$ cat src/rtl/stage2.sv
// Stage 2: captures the stage-1 result on the rising edge of its done flag and
// runs 1..4 key-dependent rotate/XOR rounds, one per clock, before publishing.
module stage2 #(
  parameter int WIDTH = 16,
  parameter int ROT   = 1
) (
  input  logic             clk1,
  input  logic             rst,
  input  logic [4:0]       key_bits,
  input  logic [WIDTH-1:0] stg1_out,
  input  logic             stg1_done,
  input  logic             clr,
  output logic [WIDTH-1:0] stg2_out,
  output logic             done,
  output logic             busy,
  output logic             overrun
);

  localparam logic [0:0] S_IDLE  = 1'b0;
  localparam logic [0:0] S_ROUND = 1'b1;

  logic [0:0]       r_state;
  logic [WIDTH-1:0] r_data;
  logic [4:0]       r_key;
  logic [1:0]       r_cnt;
  logic             r_prev_done;
  logic [WIDTH-1:0] r_out;
  logic             r_done;
  logic             r_busy;
  logic             r_overrun;

  logic             w_event;
  logic [WIDTH-1:0] w_next;

  // One round: rotate left by ROT (wrapping) then XOR in the zero-extended key.
  function automatic logic [WIDTH-1:0] f_round(input logic [WIDTH-1:0] d,
                                               input logic [4:0]       k);
    logic [WIDTH-1:0] rot;
    rot = (d << ROT) | (d >> (WIDTH - ROT));
    return rot ^ {{(WIDTH-5){1'b0}}, k};
  endfunction

  assign w_event = stg1_done & ~r_prev_done;
  assign w_next  = f_round(r_data, r_key);

  always_ff @(posedge clk1 or posedge rst) begin
    if (rst) begin
      r_state     <= S_IDLE;
      r_data      <= '0;
      r_key       <= '0;
      r_cnt       <= '0;
      r_prev_done <= 1'b0;
      r_out       <= '0;
      r_done      <= 1'b0;
      r_busy      <= 1'b0;
      r_overrun   <= 1'b0;
    end else begin
      r_prev_done <= stg1_done;
      if (clr) begin
        // Abort: a coincident capture is dropped and is not an overrun.
        r_state <= S_IDLE;
        r_busy  <= 1'b0;
        r_done  <= 1'b0;
        r_cnt   <= '0;
      end else begin
        case (r_state)
          S_IDLE: begin
            if (w_event) begin
              r_data  <= stg1_out;
              r_key   <= key_bits;
              r_cnt   <= key_bits[1:0];
              r_done  <= 1'b0;
              r_busy  <= 1'b1;
              r_state <= S_ROUND;
            end
          end
          default: begin
            r_data <= w_next;
            if (w_event) r_overrun <= 1'b1;
            if (r_cnt != 2'd0) begin
              r_cnt <= r_cnt - 2'd1;
            end else begin
              r_out   <= w_next;
              r_done  <= 1'b1;
              r_busy  <= 1'b0;
              r_state <= S_IDLE;
            end
          end
        endcase
      end
    end
  end

  assign stg2_out = r_out;
  assign done     = r_done;
  assign busy     = r_busy;
  assign overrun  = r_overrun;

endmodule
$ cat config.mk
export PLATFORM = sky130hd
export DESIGN_NAME = stage2
export DESIGN_NICKNAME = d
export VERILOG_FILES = /design/src/rtl/stage2.sv
export SDC_FILE = /design/constraint.sdc
export NUM_CORES = 1
export LEC_CHECK = 0
export ABC_AREA = 1
export CAP_MARGIN = 20
export CORE_ASPECT_RATIO = 1.5
export CORE_MARGIN = 3
export CORE_UTILIZATION = 34
export DETAILED_ROUTE_END_ITERATION = 10
export SKIP_LAST_GASP = 1
export SYNTH_ARGS = -nofsm -noshare
export SYNTH_HDL_FRONTEND = slang
export SYNTH_SLANG_ARGS = --single-unit
$ cat constraint.sdc
create_clock -name clk1 -period 1.6 [get_ports clk1]
set_input_delay 0.24 -clock clk1 [delete_from_list [all_inputs] [get_ports clk1]]
set_output_delay 0.24 -clock clk1 [all_outputs]
set_load 0.01 [all_outputs]
# Yosys cells after proc, flatten, opt, wreduce, memory -nomap -nowiden
# Index checks and enable logic that the tools add are counted.
# totals
reg_bits	44
in_bits	25
wordCells	46
# classes
n_addsub	1
eq_ne	2
muxes	18
n_bitwise	7
reduce_logical	9
# ops
op	count
two-way mux 16 bit	2
OR 16 x 1 -> 16 bit	1
XOR 16 x 5 -> 16 bit	1
two-way mux 1 bit	12
AND reduction 3 bit	3
two-way mux 2 bit	4
AND reduction 2 bit	3
inverter 1 bit	4
nonzero test 2 bit	2
inequality test 3 x 2 -> 1 bit, second input constant	1
inequality test 3 bit, second input constant	1
nonzero test 3 bit	1
subtractor 2 x 1 -> 2 bit, second input constant	1
AND 1 bit	1

# Longest topological paths before layout
# logic_depth
depth_word	5
ltp_mapped	7

# Least setup slack after synthesis
# Ideal clock, no wire load.
# synth_path
path_type	register to register
startpoint	register r_cnt[0]
endpoint	register r_out[0], in the netlist stg2_out[0]
t_arrival_ns	0.987
required_ns	1.477
setup_slack_ns	0.489
stages_incl_launch_ff	7
n_path_buf	1
synth_period_minus_slack_ns	1.111
path_cell_list	dfrtp_1 inv_1 ha_1 nand3_4 buf_2 nand2_1 o21ai_1
# synth_via
elab_chain_len	3
# synth_lines
element	line	rtl
from (decl)	25	logic [1:0] r_cnt;
from (signal assigned)	71	r_cnt <= key_bits[1:0];
from (signal assigned)	81	r_cnt <= r_cnt - 2'd1;
nonzero test 2 bit	80	if (r_cnt != 2'd0) begin
inverter 1 bit (no source line)	-	
AND reduction 3 bit (no source line)	-	
to (signal assigned)	83	r_out <= w_next;
to (decl)	27	logic [WIDTH-1:0] r_out;
# No other way between the ends.
# A chain may end at the register's enable or synchronous reset.

# Worst setup path after layout
# layout_path
startpoint	register r_out[4], in the netlist stg2_out[4]
endpoint	output port stg2_out[4]
# layout_rtl
element	line	rtl
to (decl)	13	output logic [WIDTH-1:0] stg2_out,
# No word-level cell between the ends.

==> reports/results.txt <==
vias in the first global route -> 1752
CTS root buffer -> clkbuf_8
setup bufs post-CTS -> 0
GRT overflow -> 0
synth cell count leaders -> 146 x nand2_1, 44 x dfrtp_1, 23 x nand3_1, 17 x inv_1, 7 x buf_2
pre-CTS setup slack -> 0.0302 ns
LEAKAGE -> 0.00142 uW
Die Span Y -> 101 um
Avg Cell Area, Syn -> 7.66 um^2
Max Clk Rate -> 0.695 GHz
clk sinks -> 44
period utilisation layout -> 0.899
Worst Path Required -> 1.36 ns
family with the most delay on the worst path -> buffers and inverters
synth warn -> 0
RSZ-0062 raised after global routing -> false
pin count of the biggest net entering global routing -> 20
final setup TNS -> 0 ns
PnR worst setup slack -> 0.162 ns
area delta synth->final -> 31.2%
Worst Setup End Kind -> output port
CP Max Fanout -> 2
initial drt markers -> 112
Peak VDD IR -> 441 uV
share of cells above drive strength 1 -> 0.0662
H-tree Lvls -> 2
number of synthesized flops with an enable pin -> 0
synth top area cells -> dfrtp_1 53%, nand2_1 27%, nand3_1 5.6%, inv_1 3.1%, buf_2 1.7%
final hold viol count -> 0
DP Wirelength -> 3.52 mm
initial antenna violation count -> 0
gr usage total -> 0.147
total CTS buffers -> 5
syn nets -> 296
cell area after synthesis -> 2060 um^2
max cap viols -> 0
DRC -> 0
hold buffer count at CTS -> 0
worst hold margin -> 0.239 ns
Post-Synth Simple-Gate Area -> 0.346
Layout Nets -> 343
max-slew violation count -> 0
I/O Pins -> 44
mux share of post-synthesis cell area -> 0
status -> finished, final reports clean
Netlist cell types -> 16
Synth Area in Adders -> 0.0122
top cell type's share of synthesized area -> 0.535
Final GP Congestion -> 0.826
die width -> 69.5 um
pwr/cell area -> 1270 nW/um^2
Post-DRT Antenna Nets -> 0
CTS resizes -> 0
Seq/Total Area, Yosys -> 0.535
total power -> 3420 uW
CP Class -> reg2out
Post-Route WL -> 4.86 mm
Max stage delay cell, worst path -> clkdlybuf4s50_1
# fillers -> 587
Worst-Skew Late Latency -> 0.30 ns
Longest Clk Path Bufs -> 2
Vias -> 1797
top-count cell post-synth -> nand2_1
CTS tree -> built
Startpoint Class -> flop
dominant synthesized flop cell -> dfrtp_1
Initial Util -> 0.353
min Tclk post-route -> 1.44 ns
Diodes inserted -> 0
Slew @ Worst Pin -> 0.561 ns
Compound-Gate Fraction of Synth Area -> 0.0377
row count -> 34
die area -> 7050 um^2
Post-synth ARST share -> 1.00
Critical Path AT -> 1.20 ns
Clock transition at path regs -> 0.09 ns
Core Box Area -> 5830 um^2
CP Buf/Inv Count -> 1
slowest stage delay, CP -> 0.55 ns
xor-xnor portion of the synthesized cell area -> 0
final setup vio count -> 0
WL per Instance -> 12.5 um
skew final -> 0.0102 ns
worst min path class -> in2async
largest family of logic cells by synthesized area -> simple AND/OR/NAND/NOR gates
Core Util, Final -> 0.464
first-pass GRT wire length -> 8.25 mm
largest area contributor in the netlist -> dfrtp_1
CP cell instances -> clkdlybuf4s50_1
Synth Register Bits -> 44
Synth Instances -> 269
Worst slew margin -> 0.623
Via-to-Cell Ratio -> 4.62
Pre-Repair DR Iteration Count -> 4
I/O Buffers -> 43
logic make-up after synthesis:
group	after synthesis
compound gates	15
fa+ha+maj	2
buf+inv	31
flops	44
simple gates	177
sequential cells by signal, summed over array words and instances (netlist names):
name,flops
r_cnt,2
r_key,5
busy,1
stg2_out,16
done,1
r_data,16
r_prev_done,1
r_state,1
overrun,1
layout make-up:
type / instances / area (um^2) / area share
clock buffer: 7 / 86.3 / 0.0319
clock inverter: 1 / 7.51 / 0.00278
inverter: 20 / 75.1 / 0.0278
multi-input combinational: 194 / 815 / 0.301
sequential: 44 / 1100 / 0.407
tap: 72 / 90.1 / 0.0333
timing repair buffer: 51 / 528 / 0.195
stage by stage:
| stage | std cells | instance area, um^2 |
|---|---|---|
| CTS | 389 | 2700 |
| finish | 389 | 2700 |
| detailed placement | 381 | 2610 |
| floorplan | 269 | 2060 |
| global route | 389 | 2700 |
| global placement | 381 | 2610 |
cells in the final DEF, fill, tap and decap left out:
cell / count
clkbuf_8: 6
nand3_1: 23
ha_1: 2
buf_12: 3
inv_2: 3
o21ai_0: 5
dfrtp_1: 44
a21oi_1: 3
nor2_1: 5
nand2_1: 146
clkinv_1: 1
clkbuf_1: 1
o21bai_1: 1
buf_4: 5
nand3_4: 1
clkdlybuf4s50_1: 43
nand2_2: 2
inv_1: 16
clkinvlp_4: 1
o21ai_1: 6
per-layer routing:
metal / share of wire / global-route usage
met1: 0.43 / 0.175
met4: 0.012 / 0.0451
met5: 0 / 0
met3: 0.030 / 0.0278
met2: 0.52 / 0.266
path summary, 6_finish.rpt:
check                       startpoint          end  cells after the start  slack [ns]
max                        stg2_out[4]  stg2_out[4]                      1        0.16
min                                rst  stg2_out[1]                      2        0.24
max reg2reg                    r_state     r_key[3]                      4        0.23
min reg2reg                       busy         busy                      2        0.48
max in group asynchronous          rst    r_data[5]                      3        0.92
min in group clk1            stg1_done  r_prev_done                      1        0.44
report_power, final:
group,internal (uW),switching [uW]
logic,576,487
clock network,352,386
registers,1420,200
No activity file was read; power rests on OpenSTA's default activity.
